### src/rtl/pipe_ctrl_pkg.sv
// Shared definitions for the pipeline control unit: exception codes,
// controller states and the default exception vector.
package pipe_ctrl_pkg;

    localparam logic [31:0] EXC_INT  = 32'h1;
    localparam logic [31:0] EXC_ADEL = 32'h4;
    localparam logic [31:0] EXC_ADES = 32'h5;
    localparam logic [31:0] EXC_SYS  = 32'h8;
    localparam logic [31:0] EXC_BP   = 32'h9;
    localparam logic [31:0] EXC_RI   = 32'hA;
    localparam logic [31:0] EXC_OV   = 32'hC;
    localparam logic [31:0] EXC_TR   = 32'hD;
    localparam logic [31:0] EXC_ERET = 32'hE;

    localparam logic [31:0] DEF_EXC_VECTOR = 32'hBFC00380;

    typedef enum logic {
        ST_RUN   = 1'b0,
        ST_FLUSH = 1'b1
    } state_t;

    // Only eret returns to the EPC; every other nonzero code goes to the vector.
    function automatic logic is_eret(input logic [31:0] code);
        logic r;
        case (code)
            EXC_INT, EXC_ADEL, EXC_ADES, EXC_SYS,
            EXC_BP, EXC_RI, EXC_OV, EXC_TR: r = 1'b0;
            EXC_ERET:                       r = 1'b1;
            default:                        r = 1'b0;
        endcase
        return r;
    endfunction

endpackage

### src/rtl/pipe_ctrl_gen_stall_mask_enc.sv
// Combinational encoder: highest requesting stage -> thermometer stall mask
// covering that stage and every younger stage below it.
module stall_mask_enc #(
    parameter int STAGES = 6
) (
    input  logic [STAGES-1:0] req,
    output logic [STAGES-1:0] mask
);

    always_comb begin
        mask = '0;
        for (int i = 0; i < STAGES; i++) begin
            mask[i] = |(req >> i);
        end
    end

endmodule

### src/rtl/pipe_ctrl_gen.sv
// Pipeline stall/flush controller: thermometer stall mask, timed flush with
// PC redirect on exception/eret, and a stall watchdog. All outputs registered.
module pipe_ctrl_gen
    import pipe_ctrl_pkg::*;
#(
    parameter int          STAGES        = 6,
    parameter int          AW            = 32,
    parameter logic [31:0] EXC_VECTOR    = DEF_EXC_VECTOR,
    parameter int          FLUSH_CYCLES  = 1,
    parameter int          TO_W          = 16,
    parameter int          STALL_TIMEOUT = 1000
) (
    input  logic              clk,
    input  logic              rst,
    input  logic [STAGES-1:0] stallreq_i,
    input  logic [31:0]       excepttype_i,
    input  logic [AW-1:0]     cp0_epc_i,
    output logic [STAGES-1:0] stall_o,
    output logic              flush_o,
    output logic [AW-1:0]     new_pc_o,
    output logic              new_pc_valid_o,
    output logic              stall_timeout_o
);

    localparam logic [AW-1:0]   VEC_PC    = AW'(EXC_VECTOR);
    localparam logic [3:0]      FCNT_LOAD = 4'(FLUSH_CYCLES - 1);
    localparam logic [TO_W-1:0] TO_LIMIT  = TO_W'(STALL_TIMEOUT);
    localparam bit              WD_EN     = (STALL_TIMEOUT != 0);

    state_t            state_q, state_d;
    logic [3:0]        fcnt_q, fcnt_d;
    logic [TO_W-1:0]   tcnt_q, tcnt_d;
    logic [STAGES-1:0] mask, stall_d;
    logic              flush_d, valid_d, tout_d;
    logic [AW-1:0]     pc_d;

    stall_mask_enc #(.STAGES(STAGES)) u_mask (
        .req  (stallreq_i),
        .mask (mask)
    );

    // NOTE: every always_comb output gets a default first so no path leaves it
    // unassigned; a missing default infers a latch.
    always_comb begin
        state_d = state_q;
        fcnt_d  = fcnt_q;
        stall_d = '0;
        flush_d = 1'b0;
        valid_d = 1'b0;
        pc_d    = '0;
        case (state_q)
            ST_RUN: begin
                if (excepttype_i != '0) begin
                    flush_d = 1'b1;
                    valid_d = 1'b1;
                    pc_d    = is_eret(excepttype_i) ? cp0_epc_i : VEC_PC;
                    fcnt_d  = FCNT_LOAD;
                    state_d = (FCNT_LOAD != 4'd0) ? ST_FLUSH : ST_RUN;
                end else begin
                    stall_d = mask;
                end
            end
            ST_FLUSH: begin
                flush_d = 1'b1;
                pc_d    = new_pc_o;
                fcnt_d  = fcnt_q - 4'd1;
                if (fcnt_q == 4'd1) state_d = ST_RUN;
            end
        endcase

        // Watchdog counts registered stalled cycles; pulse only on the crossing.
        if (stall_d != '0 && !flush_d) begin
            tcnt_d = (&tcnt_q) ? tcnt_q : tcnt_q + TO_W'(1);
        end else begin
            tcnt_d = '0;
        end
        tout_d = WD_EN && (tcnt_d == TO_LIMIT) && (tcnt_q != TO_LIMIT);
    end

    // NOTE: sequential state uses non-blocking assignments so every register
    // samples the pre-edge values, independent of statement order.
    always_ff @(posedge clk) begin
        if (!rst) begin
            state_q         <= ST_RUN;
            fcnt_q          <= '0;
            tcnt_q          <= '0;
            stall_o         <= '0;
            flush_o         <= 1'b0;
            new_pc_o        <= '0;
            new_pc_valid_o  <= 1'b0;
            stall_timeout_o <= 1'b0;
        end else begin
            state_q         <= state_d;
            fcnt_q          <= fcnt_d;
            tcnt_q          <= tcnt_d;
            stall_o         <= stall_d;
            flush_o         <= flush_d;
            new_pc_o        <= pc_d;
            new_pc_valid_o  <= valid_d;
            stall_timeout_o <= tout_d;
        end
    end

endmodule
### config.mk
export PLATFORM = sky130hd
export DESIGN_NAME = pipe_ctrl_gen
export DESIGN_NICKNAME = d
export VERILOG_FILES = /design/src/rtl/pipe_ctrl_pkg.sv /design/src/rtl/pipe_ctrl_gen_stall_mask_enc.sv /design/src/rtl/pipe_ctrl_gen.sv
export SDC_FILE = /design/constraint.sdc
export NUM_CORES = 1
export LEC_CHECK = 0
export BUFFER_PORTS_ARGS = -buffer_cell sky130_fd_sc_hd__buf_2
export CORE_ASPECT_RATIO = 0.75
export CORE_MARGIN = 2
export CORE_UTILIZATION = 48
export DETAILED_ROUTE_END_ITERATION = 7
export PLACE_DENSITY = 0.8
export SYNTH_ARGS = -nofsm -noshare
export SYNTH_HDL_FRONTEND = slang
export SYNTH_SLANG_ARGS = --single-unit
export TNS_END_PERCENT = 30
### constraint.sdc
create_clock -name clk -period 2.2 [get_ports clk]
set_input_delay 0.33 -clock clk [delete_from_list [all_inputs] [get_ports clk]]
set_output_delay 0.33 -clock clk [all_outputs]
set_load 0.01 [all_outputs]
Word-level counts from Yosys, hierarchy flattened
Memory sizes are Yosys's and may differ from the RTL's. Cells that the tools add are included.

Flip-flop bits (word level): 62. ROM bits: 16. Input bits: 72. Output and inout port bits: 41. Word-level logic and storage cells: 46. Memories: 1.

Add/subtract/negate cells: 2. Equality and inequality tests: 4. Muxes and demuxes: 16. Bitwise operators: 2. Reduce and logical (&&, ||, !) cells: 13.

Memories: (no name shown) (words 16, width 1, read ports 1, clocked after memory_dff 0, wr ports 0, RTL line pipe_ctrl_pkg.sv:25) `case (code)`.

Operators by type and width (count): 32-bit two-way mux (3); 16-bit two-way mux (2); 32-bit nonzero test (1); 28-bit logical NOT (1); 16-bit by 1-bit adder with 16-bit output (second input constant) (1); 16-bit by 10-bit == test with 1-bit output (second input constant) (1); 16-bit by 10-bit inequality test with 1-bit output (second input constant) (1); 16-bit AND reduction (1); 6-bit two-way mux (2); 4-bit case mux with 2 select lines (1); 6-bit nonzero test (1); 6-bit OR reduction (1); 1-bit two-way mux (5); 5-bit OR reduction (1); 4-bit by 1-bit == test with 1-bit output (second input constant) (1); 4-bit two-way mux (1); 1-bit case mux with 2 select lines (2); 2-bit OR reduction (2); 4-bit OR reduction (1); 4-bit by 1-bit subtractor with 4-bit output (second input constant) (1); 3-bit OR reduction (1); 1-bit logical AND (2); 2-bit inequality test (second input constant) (1); 1-bit NOT (2); 1-bit logical NOT (1).

Depth between registers and ports, before layout
Gate-level depths: netlist of run 1.

Word-level depth: 8. Depth in mapped cells: 7. Gate-level depth less buffers: 7.

By module
Synthesis of run 1 repeated with hierarchy kept, for this count alone.

Cell total of the unflattened synthesis: 290. Area total of the unflattened synthesis: 2608.8 sq um.

Modules (own cells, without submodules): pipe_ctrl_gen (times used 1, cells each 284, area each 2563.7 sq um, seq. area each 1241.2 sq um); stall_mask_enc (times used 1, cells each 6, area each 45.0 sq um, seq. area each 0.0 sq um).

Worst setup path before layout of run 1
Ideal clock, no wire load.

Path type: reg-to-reg. Start point: register tcnt_q[1]. End point: register stall_timeout_o. Setup time: 0.061 ns. Data arrival time: 1.924 ns. Data required time: 2.139 ns. Path slack: 0.215 ns. Cell stages (with the launch flop): 8. Path buffers: 0. Period minus slack after synthesis: 1.985 ns. Cells stage by stage: dfxtp_1 -> ha_1 -> nand4_4 -> nor4_4 -> nor2_2 -> xnor2_2 -> nor4_1 -> and4_1.

Longest elaborated chain between the ends: 5. Elaborated cells between the ends (all ways): 7. Those cells by class: add/sub (1); eq/ne (2); mux (2); reduce/logical (2).

Ends and longest elaborated chain: from (decl) (RTL line pipe_ctrl_gen.sv:32) `logic [TO_W-1:0] tcnt_q, tcnt_d;`; from (signal assigned) (RTL line pipe_ctrl_gen.sv:95) `tcnt_q <= tcnt_d;`; 16-bit by 1-bit adder with 16-bit output / 16-bit AND reduction (equally long branches) (RTL line pipe_ctrl_gen.sv:73) `tcnt_d = (&tcnt_q) ? tcnt_q : tcnt_q + TO_W'(1);`; 16-bit two-way mux (RTL line pipe_ctrl_gen.sv:73); 16-bit two-way mux (RTL line pipe_ctrl_gen.sv:72) `if (stall_d != '0 && !flush_d) begin`; 16-bit by 10-bit == test with 1-bit output (RTL line pipe_ctrl_gen.sv:77) `tout_d = WD_EN && (tcnt_d == TO_LIMIT) && (tcnt_q != TO_LIMIT);`; 1-bit logical AND (*) (RTL line pipe_ctrl_gen.sv:77); to (signal assigned) (RTL line pipe_ctrl_gen.sv:100) `stall_timeout_o <= tout_d;`; to (decl) (RTL line pipe_ctrl_gen.sv:22) `output logic stall_timeout_o`.

Mark *: on every way between the ends. The rest lies on a longest branch, timed or not. A chain may end at the register's enable or synchronous reset.

Final worst setup path of run 1
Start point: register tcnt_q[2]. End point: register stall_timeout_o.

The elaborated chain is that of the path after synthesis.

==> results.yml, run 1 <==
final_layout:
  final_common_cell: "buf_2"
  regArea_um2: 1240
  area_growth_pct: 28.7
  nNetsFinal: 489
  final_cells: 493
  diodes: 0
  num-fill-cells: 492
  final_cell_mix: "buf_2 (112), dfxtp_1 (62), nor2_1 (43), nand2_1 (29), a22o_1 (20)"
  utilization_pct: 64.8
  multi_input_area_um2: 1330
  drive_gt1_share_pct: 36.6
synthesis:
  syn_area_per_cell_um2: 9.24
  yosys.area.top_type: "dfxtp_1"
  ys_async_sr_fraction_pct: 0
  synthesis.nets: 371
  ys_ff_latch: 62
  syn_inst: 295
  yosys_warnings: 0
  synth_area_um2: 2730
  yosysSeqAreaShare_pct: 45.5
  synth_top_flop_cell: "dfxtp_1"
  synth_top_area_share_pct: 45.5
  synth_edf_count: 0
  ys_top_cells_by_area: "dfxtp_1 (46%), a22o_1 (6.4%), nor2_1 (5.9%)"
  ys_types: 50
critical_path:
  path_cells: "nand3_2 > buf_4 > nor2_1 > xor2_1 > nand4_1 > a211oi_1 > and4_1"
  worstSetupEndpointType: "flip-flop"
  crit_family: "simple AND/OR/NAND/NOR gates"
  start_kind: "flip-flop"
  cp_slowest_stage_delay_ns: 0.57
  worstPathMaxFanout: 9
  cp-startpoint: "tcnt_q[2]$_SDFF_PN0_"
  path_buf_inv: 1
  critPathKind: "reg2reg"
  worstPathRequired_ns: 2.48
  cp_data_arrival_time_ns: 2.33
  rr_startpoint: "tcnt_q[2]$_SDFF_PN0_"
  slowest_stage: "dfxtp_1"
min_path:
  hold_path.startpoint: "cp0_epc_i[17]"
  hold_path_class: "in2reg"
global_routing:
  grt_pass1_vias: 2482
  grt_usage_pct: 22.3
  grt_pass1_wl_um: 11400
  overflow: 0
  grt_max_degree: 33
  antenna_found_initial: 0
timing:
  fin_skew_ns: 0.00510
  rsz0062_at_grt: "no"
  slew-limit-headroom_pct: 70.2
  fin_tns_setup_ns: 0
  tightest_slew_ns: 0.443
  setup_viol: 0
  layout_min_cycle_time_ns: 2.05
  layout_setup_ws_ns: 0.149
  max_freq_ghz: 0.488
  hold_viol: 0
  slew_viol_final: 0
  min_period_over_period_pct: 93.2
cts:
  clock_path_buffers: 2
  clock-sinks: 62
  postCtsSetupBuffers: 0
  cts_max_level: 3
  cts-buffers-inserted: 9
  clk_latency_ns: 0.34
  ctsHoldBuffers: 0
  cts_tree: "yes"
  cts-resized-gates: 0
  root_buffer: "clkbuf_8"
  path_clk_slew_ns: 0.07
drt:
  drc: 0
  wire_per_inst_um: 13.5
  firstDrtPassIters: 5
  vias: 2590
  antenna_left: 0
  drt-total-wl_um: 6670
  viasPerCell: 5.25
  drtIter0Drc: 241
run_status:
  outcome: "completed"
pwr:
  pwr-share-comb_pct: 5.2
  power.density_nw_per_um2: 596
  p_clk_share_pct: 40.2
  leakagePower_nw: 1.56
  swShare_pct: 23.4
  seqPwrFrac_pct: 54.6
  total_power_mw: 2.09
  p_switching_mw: 0.489
  p_int_mw: 1.60
  vdd_ir_drop_max_v: 0.000398
floorplan:
  die-width_um: 91.0
  die_y_um: 69.3
  core_um2: 5410
  initial_core_util_pct: 50.4
  num_rows: 23
  top_level_ports: 113
  die_area_um2: 6310
run:
  cap_violations: 0
place:
  io_buffers: 112
  place.gp.congestion: 0.936
  dpl.hpwl_um: 4980
  placedCellCount: 477
  dp_slack_ns: 0.145
==> Yosys cell counts, types with 2 or more instances <==
cell type / instances
clkbuf_8: 4
a22o_1: 20
or3_2: 2
inv_1: 10
nor2_1: 43
clkbuf_1: 6
o21ai_0: 15
and3_1: 2
mux2i_1: 3
a31oi_1: 3
dfxtp_1: 62
nor4b_1: 2
nand4_4: 3
buf_6: 2
nor2b_1: 5
ha_1: 4
nand3_1: 8
xor2_1: 7
nor3_1: 10
a21oi_1: 4
nand2_1: 29
nand4_1: 11
xnor2_1: 4
nor4_1: 10
==> sequential cells by signal, indices dropped and copies added, names as in the netlist <==
| name | flops |
|---|---|
| flush_o | 1 |
| fcnt_q | 4 |
| stall_timeout_o | 1 |
| tcnt_q | 16 |
| stall_o | 6 |
| new_pc_valid_o | 1 |
| state_q | 1 |
| new_pc_o | 32 |
==> final cells by class <==
| class | count | area share (%) |
|---|---|---|
| Tap cell | 75 | 2.67 |
| Multi-Input combinational cell | 208 | 38.0 |
| Clock buffer | 10 | 3.64 |
| Timing Repair Buffer | 122 | 18.1 |
| Clock inverter | 6 | 1.11 |
| Inverter | 10 | 1.07 |
| Sequential cell | 62 | 35.4 |
==> worst paths after layout <==
path | cells past startpoint | endpoint | slack [ns]
worst min register to register | 2 | new_pc_o[27]$_SDFFE_PN0N_ | 0.45
worst max-delay path | 7 | stall_timeout_o$_SDFF_PN0_ | 0.15
worst max register to register | 7 | stall_timeout_o$_SDFF_PN0_ | 0.15
worst min-delay path | 2 | new_pc_o[17]$_SDFFE_PN0N_ | 0.19
==> cells by family after synthesis <==
group	Yosys count	synth area share, %
flip-flops	62	45.5
buffers and inverters	25	5.97
XOR/XNOR	12	4.13
multiplexers	3	1.10
adder cells (fa/ha/maj)	4	1.84
AO/OA/AOI/OAI	51	13.2
AND/OR/NAND/NOR	138	28.2
==> worst reg2reg max path, cell delays in order, from the launching register on <==
cell and delay, ns:
dfxtp_1 0.57, nand3_2 0.18, buf_4 0.19, nor2_1 0.19, xor2_1 0.25, nand4_1 0.12
a211oi_1 0.26, and4_1 0.24
==> power by group through the flow <==
stage	clock network [mW]	registers (mW)	logic, mW
4_1_cts	0.864	1.14	0.109
3_3_place_gp	0	1.17	0.106
2_1_floorplan	0	1.17	0.0170
6_report	0.841	1.14	0.108
3_5_place_dp	0	1.17	0.108
5_1_grt	0.918	1.14	0.120
==> stage by stage <==
step	hold WS, ns	instance area (µm²)
floorplan	0.442	2730
global placement	0.431	3330
detailed placement	0.439	3330
CTS	0.180	3500
global route	0.177	3510
finish	0.195	3510
==> per-layer routing <==
layer	GRT usage, %	share of wire, %	up-vias
met1	27.9	45	1198
met2	34.7	46	95
li1	-	-	1285
met4	8.25	1.7	0
met3	8.70	7.7	12
met5	0	0	-
No activity file was read; power rests on OpenSTA's default activity.
==> run 2, diff against run 1 <==
Settings changed: CORE_MARGIN 2 to 4, CORE_UTILIZATION 48 to 51, PLACE_DENSITY 0.8 to 0.84.
Clock period 2.2 ns to 2.6 ns, I/O delays scaled along.
==> run 2 against run 1 <==
Net effect:
- core utilization up 5.2 points
- clock power up 15%
- flip-flop and latch count did not move
- register-to-register slack gained 0.32 ns
- critical path depth is 1 lower
- power fell by 3.4%
- largest power group unchanged
==> results.yml, run 2 (synthesis results as in run 1) <==
run_status:
  outcome: "completed"
critical_path:
  critPathKind: "reg2reg"
  rr_startpoint: "tcnt_q[2]$_SDFF_PN0_"
  cp_data_arrival_time_ns: 2.42
  crit_cells: 6
  crit_family: "simple AND/OR/NAND/NOR gates"
  worstSetupEndpointType: "flip-flop"
  r2r-end: "stall_timeout_o$_SDFF_PN0_"
  start_kind: "flip-flop"
  r2r_slack_ns: 0.47
  slowest_stage: "dfxtp_1"
  reg2reg_depth: 6
  cp_common_cell: "nor4_1"
  worstPathMaxFanout: 9
  path_cells: "nand3_2 > nor4_1 > nand3_1 > xnor2_1 > nor4_1 > and4_1"
  path_buf_inv: 0
  cp_slowest_stage_delay_ns: 0.56
  worstPathRequired_ns: 2.88
place:
  dp_slack_ns: 0.409
  placedCellCount: 470
  placed_cell_area_um2: 3300
  io_buffers: 112
  dpl.hpwl_um: 5240
  place.gp.congestion: 0.972
timing:
  min_period_over_period_pct: 82.0
  hold_viol: 0
  rsz0062_at_grt: "no"
  tightest_slew_ns: 0.645
  fin_skew_ns: 0.00562
  setup_viol: 0
  max_freq_ghz: 0.469
  slew_viol_final: 0
  layout_setup_ws_ns: 0.468
  layout_min_cycle_time_ns: 2.13
  fin_tns_setup_ns: 0
  slew-limit-headroom_pct: 56.7
cts:
  clock-sinks: 62
  postCtsSetupBuffers: 0
  cts-resized-gates: 0
  cts_max_level: 3
  clk_latency_ns: 0.34
  ctsHoldBuffers: 0
  cts-buffers-inserted: 9
  cts_tree: "yes"
  clock_path_buffers: 2
  root_buffer: "clkbuf_8"
  path_clk_slew_ns: 0.07
drt:
  viasPerCell: 5.43
  firstDrtPassIters: 5
  drc: 0
  wire_per_inst_um: 14.3
  drtIter0Drc: 280
  drt-total-wl_um: 6950
  antenna_left: 0
  vias: 2641
final_layout:
  drive_gt1_share_pct: 35.7
  design_area_um2: 3530
  regMostFlops: "new_pc_o"
  final_cell_mix: "buf_2 (112), dfxtp_1 (62), nor2_1 (43), nand2_1 (29), a22o_1 (20)"
  area_growth_pct: 29.4
  largest_reg_flops: 32
  final_common_cell: "buf_2"
  diodes: 0
  num-fill-cells: 421
  nNetsFinal: 485
  utilization_pct: 70.0
  final_cells: 486
  largestRegisters: "new_pc_o: 32 flops, tcnt_q: 16 flops, stall_o: 6 flops"
global_routing:
  grt_pass1_vias: 2385
  grt_max_degree: 33
  overflow: 0
  grt_pass1_wl_um: 11400
  antenna_found_initial: 0
  grt_usage_pct: 21.8
pwr:
  leakagePower_nw: 1.57
  vdd_ir_drop_max_v: 0.000413
  power.density_nw_per_um2: 572
floorplan:
  die_y_um: 71.3
  core_um2: 5040
  initial_core_util_pct: 54.1
  top_level_ports: 113
  die-width_um: 92.4
  num_rows: 22
  die_area_um2: 6590
min_path:
  hold_path_class: "in2reg"
  hold_path_depth: 2
  hold_path_end: "new_pc_o[10]$_SDFFE_PN0N_"
  hold_path.startpoint: "cp0_epc_i[10]"
run:
  cap_violations: 0
run 2: cell count changes in the layout (fill, tap and decap cells not counted), sizes merged:
cell	change
clkinvlp	-1
bufinv	+2
inv	+1
buf	-4
clkinv	-2
run 2: layout make-up:
cell class	count	area [µm²]	share of cell area (%)
multi-input combinational	208	1320	37.5
sequential	62	1240	35.2
timing repair buffer	118	606	17.2
clock buffer	10	138	3.90
clock inverter	6	93.8	2.66
tap	72	90.1	2.55
inverter	10	37.5	1.06
run 2: worst max-delay path by stage:
stage                              start                          to
finish              tcnt_q[2]$_SDFF_PN0_  stall_timeout_o$_SDFF_PN0_
global route        tcnt_q[2]$_SDFF_PN0_  stall_timeout_o$_SDFF_PN0_
CTS                 tcnt_q[2]$_SDFF_PN0_  stall_timeout_o$_SDFF_PN0_
detailed placement      excepttype_i[12]   new_pc_o[17]$_SDFFE_PN0N_
global placement        excepttype_i[19]   new_pc_o[20]$_SDFFE_PN0N_
floorplan           tcnt_q[1]$_SDFF_PN0_  stall_timeout_o$_SDFF_PN0_
run 2: power breakdown:
| part | internal [mW] | leakage (nW) | switching, mW |
|---|---|---|---|
| Combinational | 0.0518 | 0.956 | 0.0385 |
| Sequential | 0.961 | 0.504 | 0.00563 |
| Clock | 0.572 | 0.113 | 0.391 |
| Total | 1.58 | 1.57 | 0.435 |
run 2: metrics by stage:
stage	hold WS, ns	power [mW]
after global placement	0.429	1.08
after CTS	0.238	2.04
after global routing	0.240	2.10
after floorplan	0.477	1.01
after detailed placement	0.438	1.08
final	0.256	2.02
run 2: worst register-to-register path, delay by kind of cell (launching register included):
| family | cells | cell delay (ns) |
|---|---|---|
| xor+xnor | 1 | 0.17 |
| flops | 1 | 0.56 |
| simple gates | 5 | 1.36 |
run 2: metal layers:
layer / vias up / GRT usage, % / share of wire, %
li1: 1273 / - / -
met3: 15 / 7.35 / 11
met2: 158 / 34.2 / 46
met1: 1195 / 27.7 / 41
met5: - / 0 / 0
met4: 0 / 8.90 / 2.0
